[config.mk]
export PLATFORM = sky130hd
export DESIGN_NAME = idecode_flat
export DESIGN_NICKNAME = d
export VERILOG_FILES = /design/src/rtl/venus_pkg.sv /design/src/rtl/idecode_if.sv /design/src/rtl/idecode_regfile.sv /design/src/rtl/idecode.sv /design/src/flat_wrapper.sv
export SDC_FILE = /design/constraint.sdc
export NUM_CORES = 2
export LEC_CHECK = 0
export CAP_MARGIN = 20
export CORE_MARGIN = 2
export CORE_UTILIZATION = 56
export CTS_BUF_LIST = sky130_fd_sc_hd__clkbuf_8
export CTS_CLUSTER_DIAMETER = 200
export CTS_CLUSTER_SIZE = 8
export DETAILED_ROUTE_END_ITERATION = 8
export GPL_TIMING_DRIVEN = 0
export PLACE_DENSITY_LB_ADDON = 0.05
export SYNTH_ARGS = -nofsm -noshare
export SYNTH_HDL_FRONTEND = slang
export SYNTH_SLANG_ARGS = --single-unit
[constraint.sdc]
create_clock -name clk -period 3.9 [get_ports clk]
set_clock_uncertainty 0.1 [all_clocks]
set_input_delay 0.78 -clock clk [delete_from_list [all_inputs] [get_ports clk]]
set_output_delay 0.78 -clock clk [all_outputs]
set_load 0.05 [all_outputs]
[src/rtl/venus_pkg.sv]
// Shared decode constants, field positions and width defaults.
// Small helpers classify opcodes for the decode stage.
package venus_pkg;

    localparam int DEF_ADDR      = 16;
    localparam int DEF_WORD      = 32;
    localparam int DEF_NREG_LOG2 = 5;

    localparam logic [5:0] OP_NOP         = 6'h00;
    localparam logic [5:0] OP_LOAD        = 6'h10;
    localparam logic [5:0] OP_STORE       = 6'h11;
    localparam logic [5:0] OP_BR_FIRST    = 6'h20;
    localparam logic [5:0] OP_BR_LAST     = 6'h23;
    localparam logic [5:0] OP_LOGIC_FIRST = 6'h0C;
    localparam logic [5:0] OP_LOGIC_LAST  = 6'h0E;

    localparam int OP_HI  = 31;
    localparam int OP_LO  = 26;
    localparam int RD_HI  = 25;
    localparam int RD_LO  = 21;
    localparam int RS_HI  = 20;
    localparam int RS_LO  = 16;
    localparam int RT_HI  = 15;
    localparam int RT_LO  = 11;
    localparam int IMM_HI = 15;
    localparam int IMM_LO = 0;

    function automatic logic rt_used(input logic [5:0] op);
        return (op == OP_NOP) || (op == OP_STORE);
    endfunction

    function automatic logic imm_zext(input logic [5:0] op);
        return (op >= OP_LOGIC_FIRST) && (op <= OP_LOGIC_LAST);
    endfunction

    function automatic logic is_br(input logic [5:0] op);
        return (op >= OP_BR_FIRST) && (op <= OP_BR_LAST);
    endfunction

endpackage

[src/rtl/idecode_if.sv]
// Fetch/writeback inputs and decoded output bundle of the decode stage.
// slave: the decode stage; master: the surrounding pipeline.
interface idecode_if
    import venus_pkg::*;
#(
    parameter int ADDR      = DEF_ADDR,
    parameter int WORD      = DEF_WORD,
    parameter int NREG_LOG2 = DEF_NREG_LOG2
);
    logic [WORD-1:0]      inst_i;
    logic [ADDR-1:0]      pc_i;
    logic                 flush_i;
    logic                 stall_i;
    logic                 we_i;
    logic [NREG_LOG2-1:0] wa_i;
    logic [WORD-1:0]      wd_i;
    logic                 valid_o;
    logic [5:0]           opcode_o;
    logic [NREG_LOG2-1:0] rd_o;
    logic [WORD-1:0]      rs_val_o;
    logic [WORD-1:0]      rt_val_o;
    logic [WORD-1:0]      imm_o;
    logic                 is_load_o;
    logic                 is_store_o;
    logic                 is_branch_o;
    logic [ADDR-1:0]      branch_addr_o;
    logic                 stall_o;

    modport slave (
        input  inst_i, pc_i, flush_i, stall_i, we_i, wa_i, wd_i,
        output valid_o, opcode_o, rd_o, rs_val_o, rt_val_o, imm_o,
        output is_load_o, is_store_o, is_branch_o, branch_addr_o, stall_o
    );

    modport master (
        output inst_i, pc_i, flush_i, stall_i, we_i, wa_i, wd_i,
        input  valid_o, opcode_o, rd_o, rs_val_o, rt_val_o, imm_o,
        input  is_load_o, is_store_o, is_branch_o, branch_addr_o, stall_o
    );
endinterface

[src/rtl/idecode_regfile.sv]
// 32-entry register file: two combinational reads, one sync write, r0 = 0.
// IDECODE_WB_BYPASS_EN makes same-cycle writes visible on the read ports.
module idecode_regfile
    import venus_pkg::*;
#(
    parameter int WORD      = DEF_WORD,
    parameter int NREG_LOG2 = DEF_NREG_LOG2
) (
    input  logic                 clk,
    input  logic                 rst,
    input  logic                 we_i,
    input  logic [NREG_LOG2-1:0] wa_i,
    input  logic [WORD-1:0]      wd_i,
    input  logic [NREG_LOG2-1:0] ra0_i,
    input  logic [NREG_LOG2-1:0] ra1_i,
    output logic [WORD-1:0]      rd0_o,
    output logic [WORD-1:0]      rd1_o
);
    localparam int NREG = 1 << NREG_LOG2;

    logic [WORD-1:0] mem_q [NREG];
    logic            wr_en;

    assign wr_en = we_i && (wa_i != '0);

    always_ff @(posedge clk or negedge rst) begin
        if (!rst) begin
            for (int i = 0; i < NREG; i++) begin
                mem_q[i] <= '0;
            end
        end else if (wr_en) begin
            mem_q[wa_i] <= wd_i;
        end
    end

`ifdef IDECODE_WB_BYPASS_EN
    assign rd0_o = (ra0_i == '0) ? '0 :
                   (wr_en && ra0_i == wa_i) ? wd_i : mem_q[ra0_i];
    assign rd1_o = (ra1_i == '0) ? '0 :
                   (wr_en && ra1_i == wa_i) ? wd_i : mem_q[ra1_i];
`else
    assign rd0_o = (ra0_i == '0) ? '0 : mem_q[ra0_i];
    assign rd1_o = (ra1_i == '0) ? '0 : mem_q[ra1_i];
`endif
endmodule

[src/rtl/idecode.sv]
// Decode stage: field split, operand read, immediate/branch target, hazards.
// Ports: clk, rst (async active-low), bus (idecode_if.slave).
// Optional macro IDECODE_WB_BYPASS_EN: writeback bypass instead of stall.
module idecode
    import venus_pkg::*;
#(
    parameter int ADDR      = DEF_ADDR,
    parameter int WORD      = DEF_WORD,
    parameter int NREG_LOG2 = DEF_NREG_LOG2
) (
    input  logic      clk,
    input  logic      rst,
    idecode_if.slave  bus
);
    typedef struct packed {
        logic                 valid;
        logic [5:0]           opcode;
        logic [NREG_LOG2-1:0] rd;
        logic [WORD-1:0]      rs_val;
        logic [WORD-1:0]      rt_val;
        logic [WORD-1:0]      imm;
        logic                 is_load;
        logic                 is_store;
        logic                 is_branch;
        logic [ADDR-1:0]      branch_addr;
    } id_ex_t;

    id_ex_t               out_q, out_d, dec;
    logic [5:0]           op;
    logic [NREG_LOG2-1:0] rd, rs, rt;
    logic [15:0]          imm16;
    logic [WORD-1:0]      rs_val, rt_val;
    logic                 rt_use, hz, wbh, bubble;

    assign op     = bus.inst_i[OP_HI:OP_LO];
    assign rd     = bus.inst_i[RD_HI:RD_LO];
    assign rs     = bus.inst_i[RS_HI:RS_LO];
    assign rt     = bus.inst_i[RT_HI:RT_LO];
    assign imm16  = bus.inst_i[IMM_HI:IMM_LO];
    assign rt_use = rt_used(op);

    idecode_regfile #(
        .WORD      (WORD),
        .NREG_LOG2 (NREG_LOG2)
    ) u_rf (
        .clk   (clk),
        .rst   (rst),
        .we_i  (bus.we_i),
        .wa_i  (bus.wa_i),
        .wd_i  (bus.wd_i),
        .ra0_i (rs),
        .ra1_i (rt),
        .rd0_o (rs_val),
        .rd1_o (rt_val)
    );

    // Load in the output register feeding a source of the incoming word.
    assign hz = out_q.is_load && out_q.valid && (out_q.rd != '0) &&
                ((out_q.rd == rs) || (rt_use && out_q.rd == rt));

`ifdef IDECODE_WB_BYPASS_EN
    assign wbh = 1'b0;
`else
    // Without bypass the read would see the stale value: wait one edge.
    assign wbh = bus.we_i && (bus.wa_i != '0) &&
                 ((bus.wa_i == rs) || (rt_use && bus.wa_i == rt));
`endif

    assign bubble      = hz || wbh;
    assign bus.stall_o = !bus.flush_i && (bus.stall_i || bubble);

    always_comb begin
        dec             = '0;
        dec.valid       = 1'b1;
        dec.opcode      = op;
        dec.rd          = rd;
        dec.rs_val      = rs_val;
        dec.rt_val      = rt_val;
        dec.imm         = imm_zext(op) ? {{(WORD-16){1'b0}}, imm16}
                                       : {{(WORD-16){imm16[15]}}, imm16};
        dec.is_load     = (op == OP_LOAD);
        dec.is_store    = (op == OP_STORE);
        dec.is_branch   = is_br(op);
        dec.branch_addr = bus.pc_i + ADDR'(1) + ADDR'(imm16);
    end

    always_comb begin
        out_d = out_q;
        if (bus.flush_i) begin
            out_d = '0;
        end else if (bus.stall_i) begin
            out_d = out_q;
        end else if (bubble) begin
            out_d = '0;
        end else begin
            out_d = dec;
        end
    end

    always_ff @(posedge clk or negedge rst) begin
        if (!rst) begin
            out_q <= '0;
        end else begin
            out_q <= out_d;
        end
    end

    assign bus.valid_o       = out_q.valid;
    assign bus.opcode_o      = out_q.opcode;
    assign bus.rd_o          = out_q.rd;
    assign bus.rs_val_o      = out_q.rs_val;
    assign bus.rt_val_o      = out_q.rt_val;
    assign bus.imm_o         = out_q.imm;
    assign bus.is_load_o     = out_q.is_load;
    assign bus.is_store_o    = out_q.is_store;
    assign bus.is_branch_o   = out_q.is_branch;
    assign bus.branch_addr_o = out_q.branch_addr;
endmodule

[src/flat_wrapper.sv]
// flat-port wrapper written by rule: the top's interface ports become plain ports
module idecode_flat import venus_pkg::*;
#(
    parameter int ADDR      = DEF_ADDR,
    parameter int WORD      = DEF_WORD,
    parameter int NREG_LOG2 = DEF_NREG_LOG2
)
  (clk, rst, bus_inst_i, bus_pc_i, bus_flush_i, bus_stall_i, bus_we_i, bus_wa_i, bus_wd_i, bus_valid_o, bus_opcode_o, bus_rd_o, bus_rs_val_o, bus_rt_val_o, bus_imm_o, bus_is_load_o, bus_is_store_o, bus_is_branch_o, bus_branch_addr_o, bus_stall_o);
  idecode_if #(.ADDR(ADDR), .WORD(WORD), .NREG_LOG2(NREG_LOG2)) bus_i ();
  input  logic clk;
  input  logic rst;
  input wire logic [$bits(bus_i.inst_i)-1:0] bus_inst_i;
  input wire logic [$bits(bus_i.pc_i)-1:0] bus_pc_i;
  input wire logic [$bits(bus_i.flush_i)-1:0] bus_flush_i;
  input wire logic [$bits(bus_i.stall_i)-1:0] bus_stall_i;
  input wire logic [$bits(bus_i.we_i)-1:0] bus_we_i;
  input wire logic [$bits(bus_i.wa_i)-1:0] bus_wa_i;
  input wire logic [$bits(bus_i.wd_i)-1:0] bus_wd_i;
  output wire logic [$bits(bus_i.valid_o)-1:0] bus_valid_o;
  output wire logic [$bits(bus_i.opcode_o)-1:0] bus_opcode_o;
  output wire logic [$bits(bus_i.rd_o)-1:0] bus_rd_o;
  output wire logic [$bits(bus_i.rs_val_o)-1:0] bus_rs_val_o;
  output wire logic [$bits(bus_i.rt_val_o)-1:0] bus_rt_val_o;
  output wire logic [$bits(bus_i.imm_o)-1:0] bus_imm_o;
  output wire logic [$bits(bus_i.is_load_o)-1:0] bus_is_load_o;
  output wire logic [$bits(bus_i.is_store_o)-1:0] bus_is_store_o;
  output wire logic [$bits(bus_i.is_branch_o)-1:0] bus_is_branch_o;
  output wire logic [$bits(bus_i.branch_addr_o)-1:0] bus_branch_addr_o;
  output wire logic [$bits(bus_i.stall_o)-1:0] bus_stall_o;
  assign bus_i.inst_i = bus_inst_i;
  assign bus_i.pc_i = bus_pc_i;
  assign bus_i.flush_i = bus_flush_i;
  assign bus_i.stall_i = bus_stall_i;
  assign bus_i.we_i = bus_we_i;
  assign bus_i.wa_i = bus_wa_i;
  assign bus_i.wd_i = bus_wd_i;
  assign bus_valid_o = bus_i.valid_o;
  assign bus_opcode_o = bus_i.opcode_o;
  assign bus_rd_o = bus_i.rd_o;
  assign bus_rs_val_o = bus_i.rs_val_o;
  assign bus_rt_val_o = bus_i.rt_val_o;
  assign bus_imm_o = bus_i.imm_o;
  assign bus_is_load_o = bus_i.is_load_o;
  assign bus_is_store_o = bus_i.is_store_o;
  assign bus_is_branch_o = bus_i.is_branch_o;
  assign bus_branch_addr_o = bus_i.branch_addr_o;
  assign bus_stall_o = bus_i.stall_o;
  idecode #(.ADDR(ADDR), .WORD(WORD), .NREG_LOG2(NREG_LOG2)) u_core (.clk(clk), .rst(rst), .bus(bus_i));
endmodule
==> flow_summary.json <==
{
  "ios": 218,
  "max_slew_margin_pct": 18.0,
  "crit_type": "input pin to register",
  "die_area_um2": 109000,
  "drtAntennaViolNets": 0,
  "clk_latency_ns": 0.89,
  "cts-root-buf": "clkbuf_8",
  "syn-num-nets": 4177,
  "cts-htree-levels": 4,
  "clock_path_buffers": 3,
  "viasPerCell": 6.94,
  "die_w_um": 330,
  "grt_pass1_vias": 41400,
  "total_power_mw": 31.2,
  "syn_area_per_cell_um2": 14.6,
  "grtUsageTotal_pct": 38.6,
  "dpl.cell_count": 5691,
  "numCtsBuffers": 159,
  "gp_congestion": 0.964,
  "critical-path-max-stage-delay_ns": 0.91,
  "fin_crit_sh_pct": 107,
  "slowest_stage": "clkdlybuf4s15_1",
  "grt_pass1_wl_mm": 295,
  "finalWorstSetupSlack_ns": -0.259,
  "synth_cells": 4070,
  "worst-path-max-fanout": 10,
  "irDropWorstVdd_mv": 0.329,
  "cp.arrival_ns": 4.82,
  "vias": 40700,
  "areaGrowthSynthToFinish_pct": 11.5,
  "crit_path_cell_trace": "clkdlybuf4s50_1 -> buf_2 -> or3b_2 -> clkbuf_1 -> clkdlybuf4s15_1 -> buf_2 -> o221ai_1 -> a221oi_1 -> a21oi_1 -> a22o_1",
  "dpl.hpwl_mm": 149,
  "synth-main-ff-cell": "dfrtp_1",
  "ys_types": 56,
  "clkSlewWorstSetupHoldPaths_ns": 0.06,
  "worst_slew_pin_slew_ns": 1.23,
  "overflow": 0,
  "pre_cts_ws_ns": -1.78,
  "layout_common_cells": "dfrtp_1, mux2_2, mux4_2, clkbuf_1, mux2i_1",
  "synthArstFlopShare_pct": 100,
  "seq_area_frac_synth_pct": 47.9,
  "timing.fmax_ghz": 0.240,
  "start_util_pct": 56.4,
  "end_kind": "register",
  "fillers": 8185,
  "cp.required_ns": 4.56,
  "hold_path.class": "register to register",
  "drv_slew": 0,
  "final_hold_viol_count": 0,
  "dr.pass1.iters": 5,
  "stdcell_count": 5874,
  "portBuffers": 210,
  "yosys_warnings": 0,
  "violations": "setup timing",
  "antenna_found_initial": 5,
  "syn_area_um2": 59300,
  "outcome": "finished, violations left",
  "grt_max_degree": 181,
  "drc": 0,
  "max_cap_violations": 0,
  "drt-total-wl_mm": 206,
  "drive_gt1_share_pct": 42.1,
  "die_y_um": 330,
  "core_area_um2": 105000,
  "layout_min_cycle_time_ns": 4.16,
  "critPathBufInv": 5,
  "cts_tree": "yes",
  "synth_edf_count": 0,
  "nets": 4573,
  "drt_iter0_markers": 4274,
  "setup_viol": 21,
  "finalSetupTns_ns": -2.07,
  "finalCoreUtilization_pct": 62.9,
  "rows": 119,
  "pwr_density_cell_nw_per_um2": 472,
  "yosys_register_bits": 1136,
  "start_kind": "input pin",
  "final_common_cell": "dfrtp_1",
  "wl_per_cell_um": 35.1,
  "cts.sinks": 1136,
  "power.leakage_nw": 28.7,
  "cp_common_cell": "buf_2",
  "path_delay_family": "buffers and inverters"
}
-- through the flow --
stage               area (um^2)  hold slack, ns
floorplan                 59300           0.341
global placement          63200           0.351
detailed placement        63600           0.364
CTS                       66000           0.378
global route              66200           0.404
finish                    66200           0.375
-- worst reg2reg max path, stage by stage, from the launching register on --
cell      delay (ns)
dfrtp_1         0.44
or3_1           0.40
o311a_1         0.34
a221oi_2        0.29
buf_4           0.30
a21boi_4        0.57
buf_6           0.30
a22o_1          0.17
-- cell usage after synthesis (all sizes together), types with 2 or more instances --
master / instances / area share [%]
a211o: 3 / 0.044
a211oi: 60 / 0.76
a21boi: 3 / 0.076
a21o: 3 / 0.038
a21oi: 76 / 0.64
a221oi: 60 / 0.90
a22o: 90 / 1.3
a22oi: 5 / 0.063
a32o: 7 / 0.12
and2: 3 / 0.032
buf: 189 / 1.8
clkbuf: 274 / 1.7
dfrtp: 1136 / 48
ha: 16 / 0.34
inv: 7 / 0.044
mux2: 1114 / 21
mux2i: 248 / 4.2
mux4: 397 / 15
nand2: 108 / 0.68
nand2b: 6 / 0.063
nand3: 10 / 0.084
nand3b: 6 / 0.076
nand4: 4 / 0.042
nor2: 26 / 0.16
nor2b: 10 / 0.11
nor3: 7 / 0.059
nor3b: 5 / 0.063
o21a: 2 / 0.025
o21ai: 22 / 0.19
o221ai: 59 / 0.87
o22ai: 61 / 0.64
or2: 3 / 0.032
or3: 3 / 0.032
or3b: 2 / 0.030
xnor2: 26 / 0.38
xor2: 4 / 0.059
-- cell families after synthesis --
family          Yosys count  synth area share (%)
compound gates          461                  5.84
xor+xnor                 30                 0.443
fa+ha+maj                17                 0.371
buf+inv                 470                  3.54
flops                  1136                  47.9
mux                    1759                  40.4
simple gates            197                  1.52
-- layer usage --
layer	up-vias	track usage [%]	wire (um)
met5	-	0.870	142
met1	21700	50.4	80100
met3	599	9.97	18200
met4	4	24.0	14900
met2	2072	58.0	93000
li1	16400	-	-
-- state kept, by name, indices dropped and copies added (netlist names) --
name and flops:
u_core.bus.branch_addr_o 16, u_core.bus.imm_o 17, u_core.bus.is_branch_o 1, u_core.bus.is_load_o 1, u_core.bus.is_store_o 1, u_core.bus.opcode_o 6, u_core.bus.rd_o 5, u_core.bus.rs_val_o 32
u_core.bus.rt_val_o 32, u_core.bus.valid_o 1, u_core.u_rf.mem_q 1024
-- power breakdown --
part           switching [mW]  internal (mW)  total (mW)
registers                1.58           13.9        15.5
logic                    3.46           4.04        7.50
clock network            4.54           3.69        8.23
total                    9.58           21.6        31.2
-- final timing paths --
check	startpoint	to	slack (ns)	depth (start not counted)
worst min register to register	u_core.u_rf.mem_q[1014]	u_core.u_rf.mem_q[1014]	0.37	1
worst max-delay path	bus_inst_i[18]	u_core.bus.rs_val_o[16]	-0.26	10
worst max register to register	u_core.bus.rd_o[1]	u_core.bus.rt_val_o[2]	0.94	7
max in group asynchronous	rst	u_core.u_rf.mem_q[642]	0.51	5
worst min-delay path	u_core.u_rf.mem_q[1014]	u_core.u_rf.mem_q[1014]	0.37	1
min in group asynchronous	rst	u_core.u_rf.mem_q[184]	0.44	2
-- final cells by class --
type | count | area, um^2 | area share, %
inverters | 7 | 26.3 | 0.0397
clock buffers | 161 | 2220 | 3.35
plain buffers | 462 | 2100 | 3.18
clock inverters | 13 | 105 | 0.159
repair buffers | 236 | 2610 | 3.94
flip-flops and latches | 1136 | 28400 | 43.0
diodes | 4 | 10.0 | 0.0151
multi-input cells | 2464 | 28900 | 43.7
well taps | 1391 | 1740 | 2.63
-- timing repair --
action / in CTS / in global routing
endpoints found under the hold margin: 131 / 0
setup endpoints to repair: 36 / 20
gates resized for setup: 23 / 17
hold buffers: 1 / 0
setup buffers: 0 / 0
Note: power is estimated with default switching activity, not from simulation.
